### src/rtl/axi4_master_pkg.sv
`default_nettype none
// ============================================================================
// Package     : axi4_master_pkg
// Description : Shared types and constants for the AXI4 burst write master:
//               FSM state encoding, AXI field encodings and a helper that
//               turns a data-bus width into the AxSIZE encoding.
// Revision    : 1.0 - initial release
// ============================================================================
package axi4_master_pkg;

    typedef enum logic [1:0] {
        IDLE = 2'd0,
        ADDR = 2'd1,
        DATA = 2'd2,
        RESP = 2'd3
    } state_t;

    localparam logic [1:0] BURST_INCR                  = 2'b01;
    localparam logic [1:0] RESP_OKAY                   = 2'b00;
    localparam logic [3:0] CACHE_BUFFERABLE_MODIFIABLE = 4'b0011;

    // AxSIZE is log2 of the number of bytes carried by one beat.
    function automatic int axi_size(input int data_width);
        return $clog2(data_width / 8);
    endfunction

endpackage : axi4_master_pkg
`default_nettype wire

### src/rtl/axi4_burst_write_master.sv
`default_nettype none
// ============================================================================
// Module      : axi4_burst_write_master
// Description : Turns one command (start address, beats-1) plus a valid/ready
//               data stream into a single AXI4 INCR write burst and reports
//               completion (DONE) and failure (ERROR) per burst.
//               Optional macro AXI4_4K_CHECK_EN: reject commands whose burst
//               would cross a 4 KB boundary.
// Revision    : 1.0 - initial release
// ============================================================================
module axi4_burst_write_master
    import axi4_master_pkg::*;
#(
    parameter int DATA_WIDTH = 256,
    parameter int ADDR_WIDTH = 32,
    parameter int ID_WIDTH   = 4,
    parameter int AXI_ID     = 0,
    parameter int MAX_LEN    = 256
) (
    input  logic                      M_AXI_ACLK,
    input  logic                      M_AXI_ARESETN,
    input  logic                      CMD_VALID,
    output logic                      CMD_READY,
    input  logic [ADDR_WIDTH-1:0]     CMD_ADDR,
    input  logic [7:0]                CMD_LEN,
    input  logic [DATA_WIDTH-1:0]     S_TDATA,
    input  logic                      S_TVALID,
    output logic                      S_TREADY,
    output logic                      DONE,
    output logic                      ERROR,
    output logic                      BUSY,
    output logic [ID_WIDTH-1:0]       M_AXI_AWID,
    output logic [ADDR_WIDTH-1:0]     M_AXI_AWADDR,
    output logic [7:0]                M_AXI_AWLEN,
    output logic [2:0]                M_AXI_AWSIZE,
    output logic [1:0]                M_AXI_AWBURST,
    output logic                      M_AXI_AWLOCK,
    output logic [3:0]                M_AXI_AWCACHE,
    output logic [2:0]                M_AXI_AWPROT,
    output logic [3:0]                M_AXI_AWQOS,
    output logic                      M_AXI_AWVALID,
    input  logic                      M_AXI_AWREADY,
    output logic [DATA_WIDTH-1:0]     M_AXI_WDATA,
    output logic [DATA_WIDTH/8-1:0]   M_AXI_WSTRB,
    output logic                      M_AXI_WLAST,
    output logic                      M_AXI_WVALID,
    input  logic                      M_AXI_WREADY,
    input  logic [ID_WIDTH-1:0]       M_AXI_BID,
    input  logic [1:0]                M_AXI_BRESP,
    input  logic                      M_AXI_BVALID,
    output logic                      M_AXI_BREADY
);

    localparam int                    c_size      = axi_size(DATA_WIDTH);
    localparam logic [ADDR_WIDTH-1:0] c_addr_mask = ~ADDR_WIDTH'((1 << c_size) - 1);
    localparam logic [8:0]            c_max_len   = 9'(MAX_LEN);
    localparam logic [ID_WIDTH-1:0]   c_axi_id    = ID_WIDTH'(AXI_ID);

    state_t                  r_state;
    state_t                  w_next_state;
    logic [ADDR_WIDTH-1:0]   r_addr;
    logic [7:0]              r_len;
    logic [7:0]              r_beat_cnt;
    logic                    r_done;
    logic                    r_error;
    logic                    r_cmd_ready;

    logic                    w_cmd_hs;
    logic                    w_w_hs;
    logic                    w_len_err;
    logic                    w_4k_err;
    logic                    w_reject;
    logic                    w_done_nxt;
    logic                    w_error_nxt;

    assign w_cmd_hs  = r_cmd_ready && CMD_VALID;
    assign w_w_hs    = (r_state == DATA) && S_TVALID && M_AXI_WREADY;
    // LEN+1 > MAX_LEN rewritten as LEN >= MAX_LEN to stay within 9 bits.
    assign w_len_err = ({1'b0, CMD_LEN} >= c_max_len);

`ifdef AXI4_4K_CHECK_EN
    localparam int c_bytes_per_beat = DATA_WIDTH / 8;
    logic [16:0] w_burst_end;
    // 17 bits hold the worst case: 4095 + 256 beats * 128 bytes.
    assign w_burst_end = {5'd0, CMD_ADDR[11:0]}
                       + (({9'd0, CMD_LEN} + 17'd1) * 17'(c_bytes_per_beat));
    assign w_4k_err    = (w_burst_end > 17'd4096);
`else
    assign w_4k_err    = 1'b0;
`endif

    assign w_reject = w_len_err || w_4k_err;

    // State register; reset abandons any burst in flight.
    always_ff @(posedge M_AXI_ACLK or negedge M_AXI_ARESETN) begin
        if (!M_AXI_ARESETN) begin
            r_state <= IDLE;
        end else begin
            r_state <= w_next_state;
        end
    end

    // Next-state decode plus the completion/error pulse requests.
    always_comb begin
        w_next_state = r_state;
        w_done_nxt   = 1'b0;
        w_error_nxt  = 1'b0;
        case (r_state)
            IDLE: begin
                if (w_cmd_hs) begin
                    if (w_reject) begin
                        w_done_nxt  = 1'b1;
                        w_error_nxt = 1'b1;
                    end else begin
                        w_next_state = ADDR;
                    end
                end
            end
            ADDR: begin
                if (M_AXI_AWREADY) begin
                    w_next_state = DATA;
                end
            end
            DATA: begin
                if (w_w_hs && (r_beat_cnt == r_len)) begin
                    w_next_state = RESP;
                end
            end
            RESP: begin
                if (M_AXI_BVALID) begin
                    w_next_state = IDLE;
                    w_done_nxt   = 1'b1;
                    w_error_nxt  = (M_AXI_BRESP != RESP_OKAY) || (M_AXI_BID != c_axi_id);
                end
            end
            default: begin
                w_next_state = IDLE;
            end
        endcase
    end

    // Command latch, beat counter and registered status; CMD_READY stays low
    // during the DONE cycle so the next command is taken only afterwards.
    always_ff @(posedge M_AXI_ACLK or negedge M_AXI_ARESETN) begin
        if (!M_AXI_ARESETN) begin
            r_addr      <= '0;
            r_len       <= '0;
            r_beat_cnt  <= '0;
            r_done      <= 1'b0;
            r_error     <= 1'b0;
            r_cmd_ready <= 1'b1;
        end else begin
            r_done      <= w_done_nxt;
            r_error     <= w_error_nxt;
            r_cmd_ready <= (w_next_state == IDLE) && !w_done_nxt;
            if (w_cmd_hs) begin
                r_addr     <= CMD_ADDR;
                r_len      <= CMD_LEN;
                r_beat_cnt <= '0;
            end else if (w_w_hs) begin
                r_beat_cnt <= r_beat_cnt + 8'd1;
            end
        end
    end

    assign CMD_READY     = r_cmd_ready;
    assign DONE          = r_done;
    assign ERROR         = r_error;
    assign BUSY          = (r_state != IDLE);

    assign M_AXI_AWID    = c_axi_id;
    assign M_AXI_AWADDR  = r_addr & c_addr_mask;
    assign M_AXI_AWLEN   = r_len;
    assign M_AXI_AWSIZE  = 3'(c_size);
    assign M_AXI_AWBURST = BURST_INCR;
    assign M_AXI_AWLOCK  = 1'b0;
    assign M_AXI_AWCACHE = CACHE_BUFFERABLE_MODIFIABLE;
    assign M_AXI_AWPROT  = 3'b000;
    assign M_AXI_AWQOS   = 4'b0000;
    assign M_AXI_AWVALID = (r_state == ADDR);

    // W channel is a straight pass-through of the stream while in DATA.
    assign M_AXI_WDATA   = S_TDATA;
    assign M_AXI_WSTRB   = '1;
    assign M_AXI_WVALID  = (r_state == DATA) && S_TVALID;
    assign S_TREADY      = (r_state == DATA) && M_AXI_WREADY;
    assign M_AXI_WLAST   = (r_state == DATA) && (r_beat_cnt == r_len);

    assign M_AXI_BREADY  = (r_state == RESP);

endmodule : axi4_burst_write_master
`default_nettype wire

### config.mk
export PLATFORM = sky130hd
export DESIGN_NAME = axi4_burst_write_master
export DESIGN_NICKNAME = d
export VERILOG_FILES = /design/src/rtl/axi4_master_pkg.sv /design/src/rtl/axi4_burst_write_master.sv
export SDC_FILE = /design/constraint.sdc
export NUM_CORES = 1
export LEC_CHECK = 0
export BUFFER_PORTS_ARGS = -buffer_cell sky130_fd_sc_hd__buf_4
export CAP_MARGIN = 20
export CORE_AREA = 2 2 257 259
export DETAILED_ROUTE_END_ITERATION = 10
export DIE_AREA = 0 0 259 261
export RECOVER_POWER = 50
export SLEW_MARGIN = 20
export SYNTH_ARGS = -nofsm -noshare
export SYNTH_HDL_FRONTEND = slang
export SYNTH_SLANG_ARGS = --single-unit
### constraint.sdc
create_clock -name M_AXI_ACLK -period 1.9 [get_ports M_AXI_ACLK]
set_input_delay 0 -clock M_AXI_ACLK [delete_from_list [all_inputs] [get_ports M_AXI_ACLK]]
set_output_delay 0 -clock M_AXI_ACLK [all_outputs]
set_load 0.005 [all_outputs]
Word level (Yosys, flattened, before mapping)
Index checks and enable logic that the tools add are counted.
- register bits after elaboration: 53
- input port bits: 309
- output and inout port bits: 358
- word-level logic and storage cells: 38
- add/subtract/negate cells: 1
- equal/unequal tests: 4
- multiplexer cells: 11
- reductions and logical operators: 15
- operators by type and width (cell ; count):
    $mux W8 ; 2
    $add A8 B1 Y8 const B ; 1
    $eq A8 B8 Y1 ; 1
    $mux W2 ; 4
    $pmux W2 S4 ; 1
    $logic_and A1 B1 Y1 ; 7
    $reduce_bool A2 Y1 ; 3
    $eq A2 B2 Y1 const B ; 2
    $logic_not A2 Y1 ; 2
    $mux W1 ; 4
    $reduce_bool A4 Y1 ; 1
    $eq A2 B1 Y1 const B ; 1
    $logic_not A1 Y1 ; 1
    $logic_or A1 B1 Y1 ; 1

Longest topological paths before layout
Gate-level depths: netlist of the first run.
- depth after elaboration: 8
- gate-level depth with buffers: 6
- gate-level depth less buffers: 5

Worst setup path after synthesis of the first run
No wires, ideal clock.
- path type: register to register
- start point: reg r_cmd_ready, in the netlist CMD_READY
- end point: reg r_len[4], in the netlist M_AXI_AWLEN[4]
- setup time: 125 ps
- data arrival time: 1343 ps
- path slack: 432 ps
- stages on the path, launching flop included: 5
- clock period less this slack: 1468 ps
- path through: dfstp_2 > and2_1 > buf_2 > buf_2 > mux2_2
- longest elaborated chain between the ends: 1
- RTL lines (what ; line ; RTL):
    start, declared ; axi4_burst_write_master.sv:66 ; logic r_cmd_ready;
    start signal, assigned ; axi4_burst_write_master.sv:155 ; r_cmd_ready <= (w_next_state == IDLE) && !w_done_nxt;
    $logic_and A1 B1 Y1 ; axi4_burst_write_master.sv:76 ; assign w_cmd_hs = r_cmd_ready && CMD_VALID;
    end signal, assigned ; axi4_burst_write_master.sv:147 ; r_len <= '0;
    end signal, assigned ; axi4_burst_write_master.sv:158 ; r_len <= CMD_LEN;
    end, declared ; axi4_burst_write_master.sv:62 ; logic [7:0] r_len;
No other way between the ends.
A chain may end at the register's enable or synchronous reset.

Worst setup path in the final report of the first run
- start point: reg r_len[1], in the netlist M_AXI_AWLEN[1]
- end point: out M_AXI_WLAST
- longest elaborated chain between the ends: 2
- RTL lines (what ; line ; RTL):
    $eq A8 B8 Y1 ; axi4_burst_write_master.sv:187 ; assign M_AXI_WLAST = (r_state == DATA) && (r_beat_cnt == r_len);
    $logic_and A1 B1 Y1 ; axi4_burst_write_master.sv:187 ;
    end, declared ; axi4_burst_write_master.sv:45 ; output logic M_AXI_WLAST,
No other way between the ends.

==> flow_summary.json, run 1 <==
{
  "status": "complete, no violations",
  "whs_ps": 0.00181,
  "clkTransAtPathRegs_ps": 110,
  "ys_warn_count": 0,
  "drt_first_pass_iters": 4,
  "dieArea_um2": 67600,
  "period_share_pct": 88.8,
  "dp_hpwl_um": 14700,
  "relSlewSlack_pct": 47.0,
  "synth_area_um2": 4410,
  "root_buffer": "clkbuf_16",
  "worst_pin_slew_ps": 795,
  "p_sw_mw": 1.79,
  "die-width_um": 259,
  "synth_edf_count": 0,
  "std_cell_rows": 94,
  "wl_per_cell_um": 15.5,
  "grt_pass1_vias": 2450,
  "place_area_um2": 4030,
  "synth_top_area_share_pct": 53.6,
  "clk_latency_ps": 350,
  "synth_mux_area_share_pct": 8.93,
  "synth-seq-cells": 48,
  "final_hold_viol_count": 0,
  "worst_setup_path_start_kind": "flip-flop",
  "h-tree-depth": 2,
  "cts_made_buffers": 5,
  "finalSetupViolCount": 0,
  "async_flop_share_pct": 100,
  "synth-xor-area-share_pct": 2.98,
  "yosys.area_share.adder_pct": 0.283,
  "yosysSeqAreaShare_pct": 27.2,
  "critical_path_arrival_ps": 1690,
  "via_count": 2391,
  "antenna_found_initial": 4,
  "finalNetCount": 654,
  "fin_ws_ps": 213,
  "post-route-cell-area_um2": 4650,
  "port_buffers": 91,
  "power-per-cell-area_nw_per_um2": 1120,
  "drt-initial-drc-count": 77,
  "swShare_pct": 34.4,
  "syn2layout_area_growth_pct": 5.24,
  "cp.required_ps": 1900,
  "slew_viol_final": 0,
  "gp_congestion": 0.608,
  "power_mw": 5.20,
  "ir_worst_vdd_v": 0.000504,
  "max-clock-path-buffers": 2,
  "rsz0062_at_grt": "no",
  "setup_tns_ps": 0,
  "grt_overflow_total": 0,
  "fin_util_pct": 7.14,
  "syn_inst": 467,
  "fmax_mhz": 593,
  "max_cap_viol_count": 0,
  "track_usage_pct": 5.26,
  "finClkSkew_ps": 29.2,
  "place_ws_ps": 235,
  "core_area_um2": 65000,
  "min_path_type": "in -> out",
  "final-instance-count-excl-fill": 1212,
  "syn_area_per_cell_um2": 9.45,
  "synth_simple_gate_area_share_pct": 5.13,
  "synth_cell_types": 29,
  "setup.worst_path.end_class": "output port",
  "synth_top_family_by_area": "buffers and inverters",
  "drive_above_1_share_pct": 42.3,
  "grt_max_degree": 49,
  "yosys-top-cells-area": "buf_4, dfrtp_1, mux2_2, xnor2_1, xor2_1",
  "path_max_fanout": 3,
  "clkPwrFrac_pct": 25.6,
  "num_io_pins": 667,
  "cts_tree": "yes",
  "critical_path_class": "reg -> out",
  "synth_compound_area_share_pct": 0.935,
  "period_minus_slack_ps": 1690,
  "ys.flop_type": "dfrtp_1",
  "synth_common_cells": "buf_4, dfrtp_1, mux2_2, nor2_1, xnor2_1",
  "initial_utilization_pct": 6.79,
  "pwr-share-seq_pct": 37.4,
  "dpl.cell_count": 1160,
  "power_frac_comb_pct": 37.0,
  "grt_first_pass_wirelength_um": 22600,
  "intPower_mw": 3.41,
  "yosys.area.top_type": "buf_4",
  "avgViaCountPerCell": 1.97,
  "total_leakage_power_nw": 1.78,
  "yosysMostFrequentCell": "buf_4",
  "antenna_left": 0,
  "cts_sinks": 48,
  "drt_wl_total_um": 18800,
  "dieHeight_um": 261,
  "drc_errors": 0
}
==> worst max-delay path, cell delays in order, from the launching register on <==
cell and delay (ps):
dfrtp_1 540, xor2_1 220, nor3_1 170, nand3_1 150
nor2_1 140, buf_4 120
==> sequential cells by signal, indices dropped and copies added (netlist names) <==
name,count
DONE,1
CMD_READY,1
M_AXI_AWLEN,8
r_beat_cnt,8
r_addr,27
ERROR,1
r_state,2
==> power by group through the flow <==
stage	clock (mW)	combinational [mW]	sequential (mW)
after floorplan	0	1.31	1.79
after global placement	0	1.89	1.97
after detailed placement	0	1.93	2.00
after CTS	1.45	2.00	1.98
after global routing	1.49	2.13	2.03
final	1.33	1.92	1.94
==> what timing repair did <==
item,in CTS,in global routing
endpoints found under the setup margin,0,1
hold buffers,41,0
resized for setup,0,3
setup buffers,0,0
hold endpoints to repair,84,0
==> final timing paths <==
kind | from | cells after the start | slack, ps | endpoint
min reg2reg | r_addr[13]$_DFFE_PN0P_ | 1 | 520 | r_addr[13]$_DFFE_PN0P_
max | M_AXI_AWLEN[1]$_DFFE_PN0P_ | 5 | 210 | M_AXI_WLAST
min in group asynchronous | M_AXI_ARESETN | 2 | 310 | r_addr[25]$_DFFE_PN0P_
max in group asynchronous | M_AXI_ARESETN | 2 | 1020 | r_state[1]$_DFF_PN0_
min | S_TDATA[181] | 0 | 0.002 | M_AXI_WDATA[181]
max reg2reg | CMD_READY$_DFF_PN1_ | 3 | 330 | r_addr[22]$_DFFE_PN0P_
==> cell type report <==
class                   instances  area (µm²)
inverters                       1        3.75
well taps                     864        1080
multi-input cells             153        1020
fillers                      7594       60400
clock buffers                   5         125
diodes                          3        7.51
flip-flops and latches         48        1210
clock inverters                 3        68.8
repair buffers                135        1130
==> layer usage <==
layer	vias up	wire length, µm	GRT usage (%)
met2	378	7400	6.81
met3	166	4620	6.08
met4	4	2030	5.76
met1	988	4600	3.70
li1	855	-	-
met5	-	129	1.18
==> kinds of logic (layout without fill, tap and decap cells) <==
| group | count (synthesis) | count (layout) |
|---|---|---|
| AO/OA/AOI/OAI | 7 | 7 |
| XOR/XNOR | 15 | 15 |
| adder cells (fa/ha/maj) | 1 | 1 |
| buffers and inverters | 322 | 144 |
| flip-flops | 48 | 48 |
| multiplexers | 35 | 35 |
| other | 2 | 61 |
| AND/OR/NAND/NOR | 37 | 37 |
==> cells in the final DEF, fill, tap and decap left out, types with 2 or more instances in the layout <==
master         Yosys  layout
bufinv_16          0       2
nor3_1             3       3
buf_4            315      93
mux2_2            35      35
dfrtp_1           47      44
a21oi_1            2       2
clkbuf_16          0       5
conb_1             2      58
o21ai_0            3       3
dfrtp_2            0       3
xnor2_1            9       9
nand4_1            3       3
and2_1             4       3
dlygate4sd3_1      0      41
xor2_1             6       6
nor2_1            11      11
diode_2            0       3
nand2_1            6       6
Note: power is estimated with default switching activity, not from simulation.
==> run 2, diff against run 1 <==
--- a/config.mk
+++ b/config.mk
@@ -6,7 +6,7 @@
 export NUM_CORES = 1
 export LEC_CHECK = 0
 export BUFFER_PORTS_ARGS = -buffer_cell sky130_fd_sc_hd__buf_4
-export CAP_MARGIN = 20
+export CAP_MARGIN = 0
 export CORE_AREA = 2 2 257 259
 export DETAILED_ROUTE_END_ITERATION = 10
 export DIE_AREA = 0 0 259 261
==> constraint.sdc (replaced) <==
create_clock -name M_AXI_ACLK -period 1.9 [get_ports M_AXI_ACLK]
set_input_delay 0.095 -clock M_AXI_ACLK [delete_from_list [all_inputs] [get_ports M_AXI_ACLK]]
set_output_delay 0.095 -clock M_AXI_ACLK [all_outputs]
set_load 0.005 [all_outputs]
==> run 2 against run 1 <==
Compared with the run above:
- sequential cell count stayed put
- final cell count hardly changed
- clock-buffer cell count stayed put
- fmax is 3.0% lower
- global-route usage hardly changed
- critical path depth stayed put
- non-clock buffer count is 2 lower
- setup slack worse by 52 ps
- die area stayed put
- critical endpoint unchanged
- largest power group is now combinational cells
==> flow_summary.json, run 2 (synthesis gave the netlist of run 1 again) <==
{
  "cp_slowest_cell": "dfrtp_2",
  "path_max_fanout": 2,
  "dieHeight_um": 261,
  "period_minus_slack_ps": 1740,
  "reg2reg_to": "r_state[0]$_DFF_PN0_",
  "root_buffer": "clkbuf_16",
  "path_buf_inv": 1,
  "whs_path_depth": 3,
  "power-per-cell-area_nw_per_um2": 1130,
  "whs_ps": 36.4,
  "worst_pin_slew_ps": 802,
  "max_cap_viol_count": 0,
  "cp.depth": 5,
  "drt_first_pass_iters": 4,
  "most-common-layout-cells": "buf_4, conb_1, dfrtp_1, dlygate4sd3_1, mux2_2",
  "max-clock-path-buffers": 2,
  "initial_utilization_pct": 6.79,
  "core_area_um2": 65000,
  "met2_usage_pct": 6.74,
  "cts_sinks": 48,
  "clk_latency_ps": 350,
  "setup.worst_path.end_class": "output port",
  "crit_path_cell_trace": "xor2_1 -> nor3_1 -> nand3_1 -> nor2_1 -> buf_4",
  "drt_wl_total_um": 18600,
  "cp.required_ps": 1800,
  "grt_overflow_total": 0,
  "drc_errors": 0,
  "hp-start": "M_AXI_AWREADY",
  "finalNetCount": 652,
  "dieArea_um2": 67600,
  "finClkSkew_ps": 32.2,
  "worst_setup_path_start_kind": "flip-flop",
  "antenna_left": 0,
  "period_share_pct": 91.5,
  "critical_path_arrival_ps": 1640,
  "status": "complete, no violations",
  "grt_max_degree": 49,
  "total_leakage_power_nw": 1.77,
  "final_hold_viol_count": 0,
  "largest_reg_flops": 27,
  "finalSetupViolCount": 0,
  "dp_hpwl_um": 14500,
  "use_met3_pct": 5.22,
  "std_cell_rows": 94,
  "wl_per_cell_um": 15.3,
  "power_mw": 5.22,
  "relSlewSlack_pct": 46.6,
  "syn2layout_area_growth_pct": 4.90,
  "grt_pass1_vias": 2450,
  "cts_made_buffers": 5,
  "avgViaCountPerCell": 1.94,
  "fin_util_pct": 7.12,
  "drt-initial-drc-count": 87,
  "largest-register": "r_addr",
  "layout_commonest_cell": "buf_4",
  "fin_ws_ps": 161,
  "ir_worst_vdd_v": 0.000514,
  "critPathMaxStageDelay_ps": 490,
  "gp_congestion": 0.599,
  "worst-r2r-setup-slack_ps": 310,
  "antenna_found_initial": 1,
  "port_buffers": 91,
  "rr_startpoint": "r_state[0]$_DFF_PN0_",
  "h-tree-depth": 2,
  "place_ws_ps": 227,
  "min_to": "r_state[1]$_DFF_PN0_",
  "min_path_type": "in -> reg",
  "critical_path_class": "reg -> out",
  "cts_tree": "yes",
  "dpl.cell_count": 1159,
  "slew_viol_final": 0,
  "post-route-cell-area_um2": 4630,
  "clkTransAtPathRegs_ps": 110,
  "setup_tns_ps": 0,
  "crit_family": "flip-flops",
  "place_area_um2": 4020,
  "fmax_mhz": 575,
  "track_usage_pct": 5.23,
  "gr-max-usage-layer": "met2",
  "rsz0062_at_grt": "no",
  "reg2regPathDepth": 5,
  "grt_first_pass_wirelength_um": 22600,
  "n_fill_cell": 7621,
  "via_count": 2359,
  "use_met1_pct": 4.04,
  "final-instance-count-excl-fill": 1213,
  "die-width_um": 259,
  "num_io_pins": 667,
  "drive_above_1_share_pct": 42.9
}
[run 2: changes by cell type in the layout (fill, tap and decap cells not counted), sizes merged]
cell,before,now
diode,3,6
dlygate4sd3,41,38
buf,94,95
[run 2: cell type report]
class	count	area, µm²	area share [%]
clock inverter	3	68.8	1.49
multi-input combinational	153	1020	22.1
antenna	6	15.0	0.324
timing repair buffer	133	1110	23.9
inverter	1	3.75	0.0811
clock buffer	5	125	2.70
sequential	48	1210	26.0
tap	864	1080	23.3
[run 2: routing by layer]
layer,vias up,part of all wire (%),routed length [µm]
met5,-,0.61,113
met4,2,11,2080
met3,159,23,4230
met2,376,40,7380
met1,969,26,4800
li1,853,-,-
[run 2: worst reg2reg max path, stage by stage, from the launching register on]
cell and delay (ps):
dfrtp_1 700, nand3b_1 190, o21ai_0 90, o21ai_0 210, buf_4 210, o31ai_1 90
[run 2: report_power, final]
group	switching, mW	internal (mW)
Clock	0.586	0.766
Sequential	0.450	1.47
Combinational	0.767	1.18
Total	1.80	3.42
[run 2: how the worst max path moves through the flow]
stage	start	to	slack, ps
finish	M_AXI_AWLEN[1]$_DFFE_PN0P_	M_AXI_WLAST	160
global route	r_state[0]$_DFF_PN0_	M_AXI_WLAST	10
CTS	M_AXI_AWLEN[0]$_DFFE_PN0P_	M_AXI_WLAST	30
detailed placement	r_state[1]$_DFF_PN0_	r_beat_cnt[3]$_DFFE_PN0P_	230
global placement	r_state[1]$_DFF_PN0_	r_beat_cnt[3]$_DFFE_PN0P_	260
floorplan	CMD_READY$_DFF_PN1_	M_AXI_AWLEN[4]$_DFFE_PN0P_	430
[run 2: what timing repair did]
item,CTS,global route
resized for setup,3,0
endpoints found under the hold margin,83,0
buffers inserted,0,2
pin swaps,0,3
cloned,0,0
hold buffers,38,0
setup endpoints to repair,1,1
